## src/rtl/gpo_pkg.sv

```systemverilog
// Shared definitions for the timed GPO instruction path: entry layout,
// field positions and the dispatcher state encoding.
package gpo_pkg;

  localparam int TS_LSB    = 32;
  localparam int TS_MSB    = 95;
  localparam int DEST_LSB  = 96;
  localparam int COUNTER_W = 64;

  typedef struct packed {
    logic [31:0] upper;      // dest + upper payload
    logic [63:0] timestamp;
    logic [31:0] lower;
  } gpo_entry_t;

  typedef enum logic [1:0] {
    ST_IDLE,
    ST_FETCH,
    ST_WAIT_DATA,
    ST_HOLD
  } disp_state_t;

endpackage

```

## src/rtl/timestamp_counter.sv

```systemverilog
// Free-running 64-bit timestamp counter with run enable and a synchronous
// clear that overrides run.
module timestamp_counter
  import gpo_pkg::*;
(
  input  logic                 CLK100MHZ,
  input  logic                 reset,
  input  logic                 run,
  input  logic                 clear,
  output logic [COUNTER_W-1:0] count
);

  // NOTE: state registers use non-blocking assignments so every flop samples
  // pre-edge values regardless of block evaluation order.
  always_ff @(posedge CLK100MHZ) begin
    if (reset || clear) begin
      count <= '0;
    end else if (run) begin
      count <= count + 1'b1;
    end
  end

endmodule

```

## src/rtl/timed_instruction_dispatcher.sv

```systemverilog
// Pops timed entries from the instruction FIFO, holds each until the counter
// reaches its timestamp, then broadcasts it with a one-cycle strobe.
module timed_instruction_dispatcher
  import gpo_pkg::*;
#(
  parameter int unsigned FIFO_READ_LATENCY = 1
) (
  input  logic         CLK100MHZ,
  input  logic         reset,
  input  logic         run,
  input  logic         counter_clear,
  input  logic         error_clear,
  input  logic [127:0] fifo_dout,
  input  logic         fifo_empty,
  output logic         fifo_rd_en,
  output logic [127:0] gpo_in,
  output logic         counter_matched,
  output logic [63:0]  counter_value,
  output logic         timestamp_error,
  output logic [127:0] timestamp_error_data,
  output logic [31:0]  dispatch_count
);

  disp_state_t state_q, state_d;
  gpo_entry_t  entry_q;
  logic        first_hold_q;
  logic [1:0]  wait_cnt_q;

  logic        ts_match, ts_late, data_ready;
  logic        pop_d;

  timestamp_counter u_counter (
    .CLK100MHZ (CLK100MHZ),
    .reset     (reset),
    .run       (run),
    .clear     (counter_clear),
    .count     (counter_value)
  );

  // Late is only judged on the first HOLD cycle, so a counter clear during
  // HOLD turns the entry into a future one rather than an error.
  assign ts_match   = (state_q == ST_HOLD) && (entry_q.timestamp == counter_value);
  assign ts_late    = (state_q == ST_HOLD) && first_hold_q &&
                      (entry_q.timestamp < counter_value);
  assign data_ready = (state_q == ST_WAIT_DATA) &&
                      (wait_cnt_q == 2'(FIFO_READ_LATENCY - 1));

  always_ff @(posedge CLK100MHZ) begin
    if (reset) begin
      state_q <= ST_IDLE;
    end else begin
      state_q <= state_d;
    end
  end

  // NOTE: every combinational output gets a default first so no path through
  // the case leaves it unassigned, which would infer a latch.
  always_comb begin
    state_d = state_q;
    unique case (state_q)
      ST_IDLE:      if (!fifo_empty) state_d = ST_FETCH;
      ST_FETCH:     state_d = ST_WAIT_DATA;
      ST_WAIT_DATA: if (data_ready) state_d = ST_HOLD;
      ST_HOLD:      if (ts_match || ts_late) state_d = fifo_empty ? ST_IDLE : ST_FETCH;
      default:      state_d = ST_IDLE;
    endcase
  end

  always_comb begin
    pop_d = 1'b0;
    unique case (state_q)
      ST_IDLE: pop_d = !fifo_empty;
      ST_HOLD: pop_d = (ts_match || ts_late) && !fifo_empty;
      default: pop_d = 1'b0;
    endcase
  end

  always_ff @(posedge CLK100MHZ) begin
    if (reset) begin
      fifo_rd_en           <= 1'b0;
      gpo_in               <= '0;
      counter_matched      <= 1'b0;
      timestamp_error      <= 1'b0;
      timestamp_error_data <= '0;
      dispatch_count       <= '0;
      entry_q              <= '0;
      first_hold_q         <= 1'b0;
      wait_cnt_q           <= '0;
    end else begin
      fifo_rd_en      <= pop_d;
      counter_matched <= ts_match;
      first_hold_q    <= data_ready;
      wait_cnt_q      <= (state_q == ST_WAIT_DATA) ? wait_cnt_q + 1'b1 : 2'd0;

      if (data_ready) begin
        entry_q <= fifo_dout;
      end

      if (ts_match) begin
        gpo_in         <= entry_q;
        dispatch_count <= dispatch_count + 32'd1;
      end

      // A late event wins over a coincident clear and recaptures the data.
      if (ts_late) begin
        timestamp_error <= 1'b1;
        if (!timestamp_error || error_clear) begin
          timestamp_error_data <= entry_q;
        end
      end else if (error_clear) begin
        timestamp_error <= 1'b0;
      end
    end
  end

endmodule

```

## config.mk

```make
export PLATFORM = sky130hd
export DESIGN_NAME = timed_instruction_dispatcher
export DESIGN_NICKNAME = d
export VERILOG_FILES = /design/src/rtl/gpo_pkg.sv /design/src/rtl/timestamp_counter.sv /design/src/rtl/timed_instruction_dispatcher.sv
export SDC_FILE = /design/constraint.sdc
export NUM_CORES = 1
export LEC_CHECK = 0
export ABC_CLOCK_PERIOD_IN_PS = 2200
export BUFFER_PORTS_ARGS = -buffer_cell sky130_fd_sc_hd__buf_2
export CORE_MARGIN = 5
export CORE_UTILIZATION = 25
export CTS_BUF_LIST = sky130_fd_sc_hd__clkbuf_4
export DETAILED_ROUTE_END_ITERATION = 10
export GPL_TIMING_DRIVEN = 0
export SYNTH_ARGS = -nofsm -noshare
export SYNTH_HDL_FRONTEND = slang
export SYNTH_SLANG_ARGS = --single-unit
export TNS_END_PERCENT = 50
```

## constraint.sdc

```tcl
create_clock -name CLK100MHZ -period 2.2 [get_ports CLK100MHZ]
set_input_delay 0.11 -clock CLK100MHZ [delete_from_list [all_inputs] [get_ports CLK100MHZ]]
set_output_delay 0.11 -clock CLK100MHZ [all_outputs]
set_load 0.03 [all_outputs]
```

# After elaboration in Yosys (flattened, before gate mapping)
# Index checks and enable logic that the tools add are counted.
[totals] in_bits=134 word_cells=49 register_bits=488
[classes] mux=8 n_eq_ne=7 n_lt_le_gt_ge=1 n_reduce_logical=16 n_addsub=3 n_bitwise=1
[ops] operator="$add 64x1->64 const B" count=1
[ops] operator="$eq 64x64->1" count=1
[ops] operator="$lt 64x64->1" count=1
[ops] operator="$add 32x1->32 const B" count=1
[ops] operator="$pmux 2 s4" count=1
[ops] operator="$mux 2" count=3
[ops] operator="$logic_and 1x1->1" count=5
[ops] operator="$eq 2x2->1 const B" count=2
[ops] operator="$logic_not 2->1" count=2
[ops] operator="$ne 2x2->1 const B" count=2
[ops] operator="$logic_or 1x1->1" count=3
[ops] operator="$mux 1" count=3
[ops] operator="$reduce_and 3->1" count=1
[ops] operator="$add 2x1->2 const B" count=1
[ops] operator="$eq 2x1->1 const B" count=1
[ops] operator="$logic_not 1->1" count=2
[ops] operator="$ne 2x1->1 const B" count=1
[ops] operator="$pmux 1 s2" count=1
[ops] operator="$reduce_and 2->1" count=1
[ops] operator="$reduce_bool 2->1" count=1
[ops] operator="$reduce_or 2->1" count=1
[ops] operator="$not 1->1" count=1

# Logic depth before layout (Yosys ltp)
[logic_depth] depth_word=6 ltp_mapped=12 ltp_nobuf=10

# By module
# From an unflattened synthesis, not the netlist that was laid out.
[hier_totals] hier_cells=2324 hier_area_um2=19671.4
[by_module_without_submodules] module="timed_instruction_dispatcher" instances=1 seq_area_each_um2=8488.1 cells_per_inst=1952 area_each_um2=16554.6
[by_module_without_submodules] module="timestamp_counter" instances=1 seq_area_each_um2=1281.2 cells_per_inst=372 area_each_um2=3116.7

# Worst setup path after synthesis
# OpenSTA, ideal clock, no wires.
[synth_timing] path_type="reg2reg" start="register u_counter.count[14]" end="register dispatch_count[1]" path_slack_ns=-0.506 required_ns=2.068 path_stages_with_launch=12 arrival_ns=2.574 cell_sequence="dfxtp_1 -> inv_1 -> ha_1 -> nand4_1 -> nor4_2 -> nand4_1 -> or2_0 -> clkbuf_1 -> clkbuf_1 -> clkbuf_1 -> nand2_1 -> a21oi_1"
[synth_via] elab_chain_cells=2
[synth_rtl] element="start, declared" line="timestamp_counter.sv:10" text="output logic [COUNTER_W-1:0] count"
[synth_rtl] element="start signal, assigned" line="timestamp_counter.sv:19" text="count <= count + 1'b1;"
[synth_rtl] element="$eq 64x64->1" line="timed_instruction_dispatcher.sv:42" text="assign ts_match = (state_q == ST_HOLD) && (entry_q.timestamp == counter_value);"
[synth_rtl] element="$logic_and 1x1->1" line="timed_instruction_dispatcher.sv:42"
[synth_rtl] element="end signal, assigned" line="timed_instruction_dispatcher.sv:101" text="dispatch_count <= dispatch_count + 32'd1;"
[synth_rtl] element="end, declared" line="timed_instruction_dispatcher.sv:21" text="output logic [31:0] dispatch_count"
# Every way passes these cells.
# A chain may end at the register's enable or synchronous reset.

# Worst setup path in the final report
[layout_timing] start="register u_counter.count[43]" end="register timestamp_error_data[25]"
[layout_via] elab_chain_cells=3
[layout_rtl] element="$lt 64x64->1" line="timed_instruction_dispatcher.sv:44" text="(entry_q.timestamp < counter_value);"
[layout_rtl] element="$logic_and 1x1->1" line="timed_instruction_dispatcher.sv:43" text="assign ts_late = (state_q == ST_HOLD) && first_hold_q &&"
[layout_rtl] element="$reduce_and 2->1 (no line)"
[layout_rtl] element="end signal, assigned" line="timed_instruction_dispatcher.sv:108" text="timestamp_error_data <= entry_q;"
[layout_rtl] element="end, declared" line="timed_instruction_dispatcher.sv:20" text="output logic [127:0] timestamp_error_data,"
# Every way passes these cells.

==> impl_results.md <==
- CP max FO: 5
- Count of cells along the worst hold path: 4
- Most area-consuming cells after synthesis: sky130_fd_sc_hd__dfxtp_1, sky130_fd_sc_hd__nand2_1, sky130_fd_sc_hd__a21oi_1
- Number of violations of the max-capacitance limit: 0
- CP Data Arrival Time: 3.68 ns
- Overall fraction of global-route tracks in use: between 10% and 20%
- TritonCTS clock tree: done
- First-pass GRT wire length: ~120000 um
- Synth Warn #: 0
- Max Fclk: roughly 350 MHz
- Setup Slack @ Placement: -2.30 ns
- Number of setup violations in the final report: between 400 and 500
- Std cell rows: ~100
- Vias in the first global route: approximately 20000
- Unique cell type count in the Yosys netlist: 53
- Finished Core Util: between 30% and 40%
- Post-placement cell count: approximately 3800
- Io pins: about 490
- Max-slew violation total from the final report: 0
- Failing checks: setup timing
- Global placement routability congestion: around 0.84
- Required time reported for the critical path endpoint: 2.98 ns
- Die W: ~290 um
- Critical Setup Path Class: reg2reg
- Internal power: between 15 and 20 mW
- Area delta synth->final: 57.6%
- Final critical-path required period: slightly below 3 ns
- Proportion of power drawn by flip-flops and latches: 40.4%
- Worst-case setup margin in the final layout: -0.691 ns
- Via total after detailed routing: ~20000
- Transition time at the pin with the least slew margin: 1.35 ns
- Die area: 83500 um^2
- Clock Sink Count: approximately 500
- Most frequent cell after synthesis: sky130_fd_sc_hd__nand2_1
- Count of input and output buffers: between 400 and 500
- Status: complete, but fails checks
- Synth area leader: sky130_fd_sc_hd__dfxtp_1
- Final period utilization: 131%
- Fraction of final layout cells sized beyond drive strength 1: 32.0%
- Post-placement cell area: approximately 24000 um^2
- Setup Skew: 0.0613 ns
- Final-layout fill cell count: between 7000 and 8000
- Synth Flop Type: sky130_fd_sc_hd__dfxtp_1
- Buffer levels on the longest clock path: 3
- Wire length after detailed routing: between 80000 and 90000 um
- Fraction of registers with async set/reset: 0%
- Design area: ~31000 um^2
- Switching Fraction: about a third
- Antenna violations before repair: 3
- Die height: 289 um
- Total number of nets in the final design: between 3000 and 4000
- Top post-synthesis cells by count: sky130_fd_sc_hd__nand2_1, sky130_fd_sc_hd__dfxtp_1, sky130_fd_sc_hd__a21oi_1
- Count of TritonRoute iterations in the first routing pass: 5
- Kind of end point of the critical path: flip-flop
- Path category of the worst min-delay check: in2reg
- Number of cells on the worst reg-to-reg path: 13
- Core outline area: 77300 um^2
- Antenna-violating nets left: 0
- Via count normalized by instance count: ~4.5
- Post-DP HPWL: between 50000 and 60000 um
- Post-synthesis average cell area: about 8.5 um^2
- Number of enable flip-flop cells after synthesis: 0
- Net count after synthesis: between 2000 and 2500
- Top-area cell type share of the netlist area: between 50% and 60%
- Effective utilization at floorplan: roughly a quarter
- Share of the yosys chip area belonging to registers: around 50%
- TritonCTS buffer count: 142
- Leakage power total: 13.7 nW
- Final number of hold-violating endpoints: 0
- Cells after synthesis: 2285
- Final hold slack: between 0.2 and 0.3 ns
- Total overflow reported by the global router: 0
- Buffer type at the clock tree root: sky130_fd_sc_hd__clkbuf_4
- PD cells: roughly 800 nW/um^2
- Average wire per standard cell: roughly 19 um
- Post-synthesis register bit count: ~500
- Gate power share: 22.9%
- Residual DRC: 0
- CP startpoint kind: flip-flop
- Net switching power: approximately 7.9 mW
- Worst slew margin relative to its limit: about a tenth
- Setup repair after global routing missed its margin: yes
- Worst-skew pair later-pin latency: ~0.94 ns
- Power share of the clock group: between 30 and 40%
- VDD IR max: 0.000418 V
- Finished Layout Cells: approximately 4400
- Iteration-0 DRC count of the detailed router: 870
- Post-CTS clock slew at the launch and capture registers of the worst setup and hold paths: 0.06 ns
- Number of H-tree levels: 4
- Cell Area, Synth: 19400 um^2
- Maximum number of pins on one net before global-route repair: 17
repair_timing:
item / in CTS / in global routing
buffers inserted: 51 / 24
hold endpoints to repair: 173 / 0
gates resized for setup: 188 / 97
hold buffers: 264 / 0
gates cloned: 24 / 8
pin swaps: 50 / 34
endpoints found under the setup margin: 415 / 448
state kept, by name (all words and copies together) (netlist names):
register / count
timestamp_error_data: 128
u_counter.count: 64
fifo_rd_en: 1
entry_q: 128
first_hold_q: 1
wait_cnt_q: 2
counter_matched: 1
dispatch_count: 32
timestamp_error: 1
state_q: 2
gpo_in: 128
critical path, cell delays in order, from the launching register on:
cell and delay [ns]:
sky130_fd_sc_hd__dfxtp_4 0.34, sky130_fd_sc_hd__inv_1 0.06, sky130_fd_sc_hd__ha_4 0.27, sky130_fd_sc_hd__nand4_1 0.22, sky130_fd_sc_hd__nor3_4 0.35, sky130_fd_sc_hd__nand2_1 0.11
sky130_fd_sc_hd__o211ai_1 0.22, sky130_fd_sc_hd__a22oi_2 0.15, sky130_fd_sc_hd__buf_6 0.15, sky130_fd_sc_hd__nand3_4 0.18, sky130_fd_sc_hd__clkbuf_16 0.25, sky130_fd_sc_hd__clkbuf_16 0.17
sky130_fd_sc_hd__mux2i_1 0.20, sky130_fd_sc_hd__nor2_1 0.06
layer usage:
metal	global-route usage, %	up-vias	share of wire (%)
met5	0	-	0.015
met4	8.91	2	4.3
met3	5.92	184	7.6
met2	31.7	694	47
met1	23.0	9410	41
li1	-	9667	-
cell type report:
| class | instances | area [um^2] | share of cell area, % |
|---|---|---|---|
| tap | 1040 | 1300 | 4.25 |
| antenna | 3 | 7.51 | 0.0245 |
| timing repair buffer | 857 | 6550 | 21.4 |
| buffer | 128 | 1130 | 3.70 |
| sequential | 488 | 9950 | 32.5 |
| clock inverter | 39 | 292 | 0.951 |
| multi-input combinational | 1586 | 9530 | 31.1 |
| clock buffer | 208 | 1560 | 5.09 |
| inverter | 81 | 323 | 1.05 |
layout by cell type (no fill, tap or decap), types with 28 or more instances in the layout:
cell type                       Yosys  final
sky130_fd_sc_hd__dfxtp_4            0     33
sky130_fd_sc_hd__dfxtp_1          488    412
sky130_fd_sc_hd__nand2_1          572    553
sky130_fd_sc_hd__a21oi_1          305    283
sky130_fd_sc_hd__nand4_1           31     31
sky130_fd_sc_hd__dfxtp_2            0     43
sky130_fd_sc_hd__buf_12             0     28
sky130_fd_sc_hd__ha_1              71     40
sky130_fd_sc_hd__ha_4               0     31
sky130_fd_sc_hd__nand3_1           38     36
sky130_fd_sc_hd__mux2i_1          130    128
sky130_fd_sc_hd__clkbuf_4           0    209
sky130_fd_sc_hd__buf_4              0     50
sky130_fd_sc_hd__xnor2_1           61     60
sky130_fd_sc_hd__nor2_1           223    219
sky130_fd_sc_hd__clkbuf_1          96     77
sky130_fd_sc_hd__inv_1             81     61
sky130_fd_sc_hd__dlygate4sd3_1      0    264
sky130_fd_sc_hd__buf_2             14    491
logic make-up after synthesis:
logic type,Yosys count,share of synthesized area (%)
compound gates,353,9.41
xor+xnor,73,3.29
fa+ha+maj,71,4.57
buf+inv,211,4.74
flops,488,50.2
mux,130,6.69
simple gates,959,21.1
per-stage QoR:
step	total power [mW]	setup TNS [ns]
floorplan	12.3	-57.02
global placement	14.0	-510.37
detailed placement	14.0	-489.45
CTS	24.4	-161.10
global route	25.8	-224.33
finish	24.4	-164.74
power by group through the flow:
stage / Clock, mW / Combinational, mW / Sequential, mW
final: 8.97 / 5.60 / 9.87
after global routing: 9.72 / 6.11 / 9.93
after CTS: 9.21 / 5.33 / 9.84
after detailed placement: 0 / 4.01 / 10.0
after global placement: 0 / 3.98 / 10.0
after floorplan: 0 / 2.53 / 9.79
worst paths after layout:
path,startpoint,slack [ns],endpoint
worst max-delay path,u_counter.count[43]$_SDFFE_PP0P_,-0.69,timestamp_error_data[25]$_SDFFE_PP0P_
worst min-delay path,error_clear,0.25,timestamp_error$_SDFFE_PP0P_
worst min register to register,wait_cnt_q[0]$_SDFF_PP0_,0.43,wait_cnt_q[0]$_SDFF_PP0_
worst max register to register,u_counter.count[43]$_SDFFE_PP0P_,-0.69,timestamp_error_data[25]$_SDFFE_PP0P_
Power figures use the tool's default switching activity.
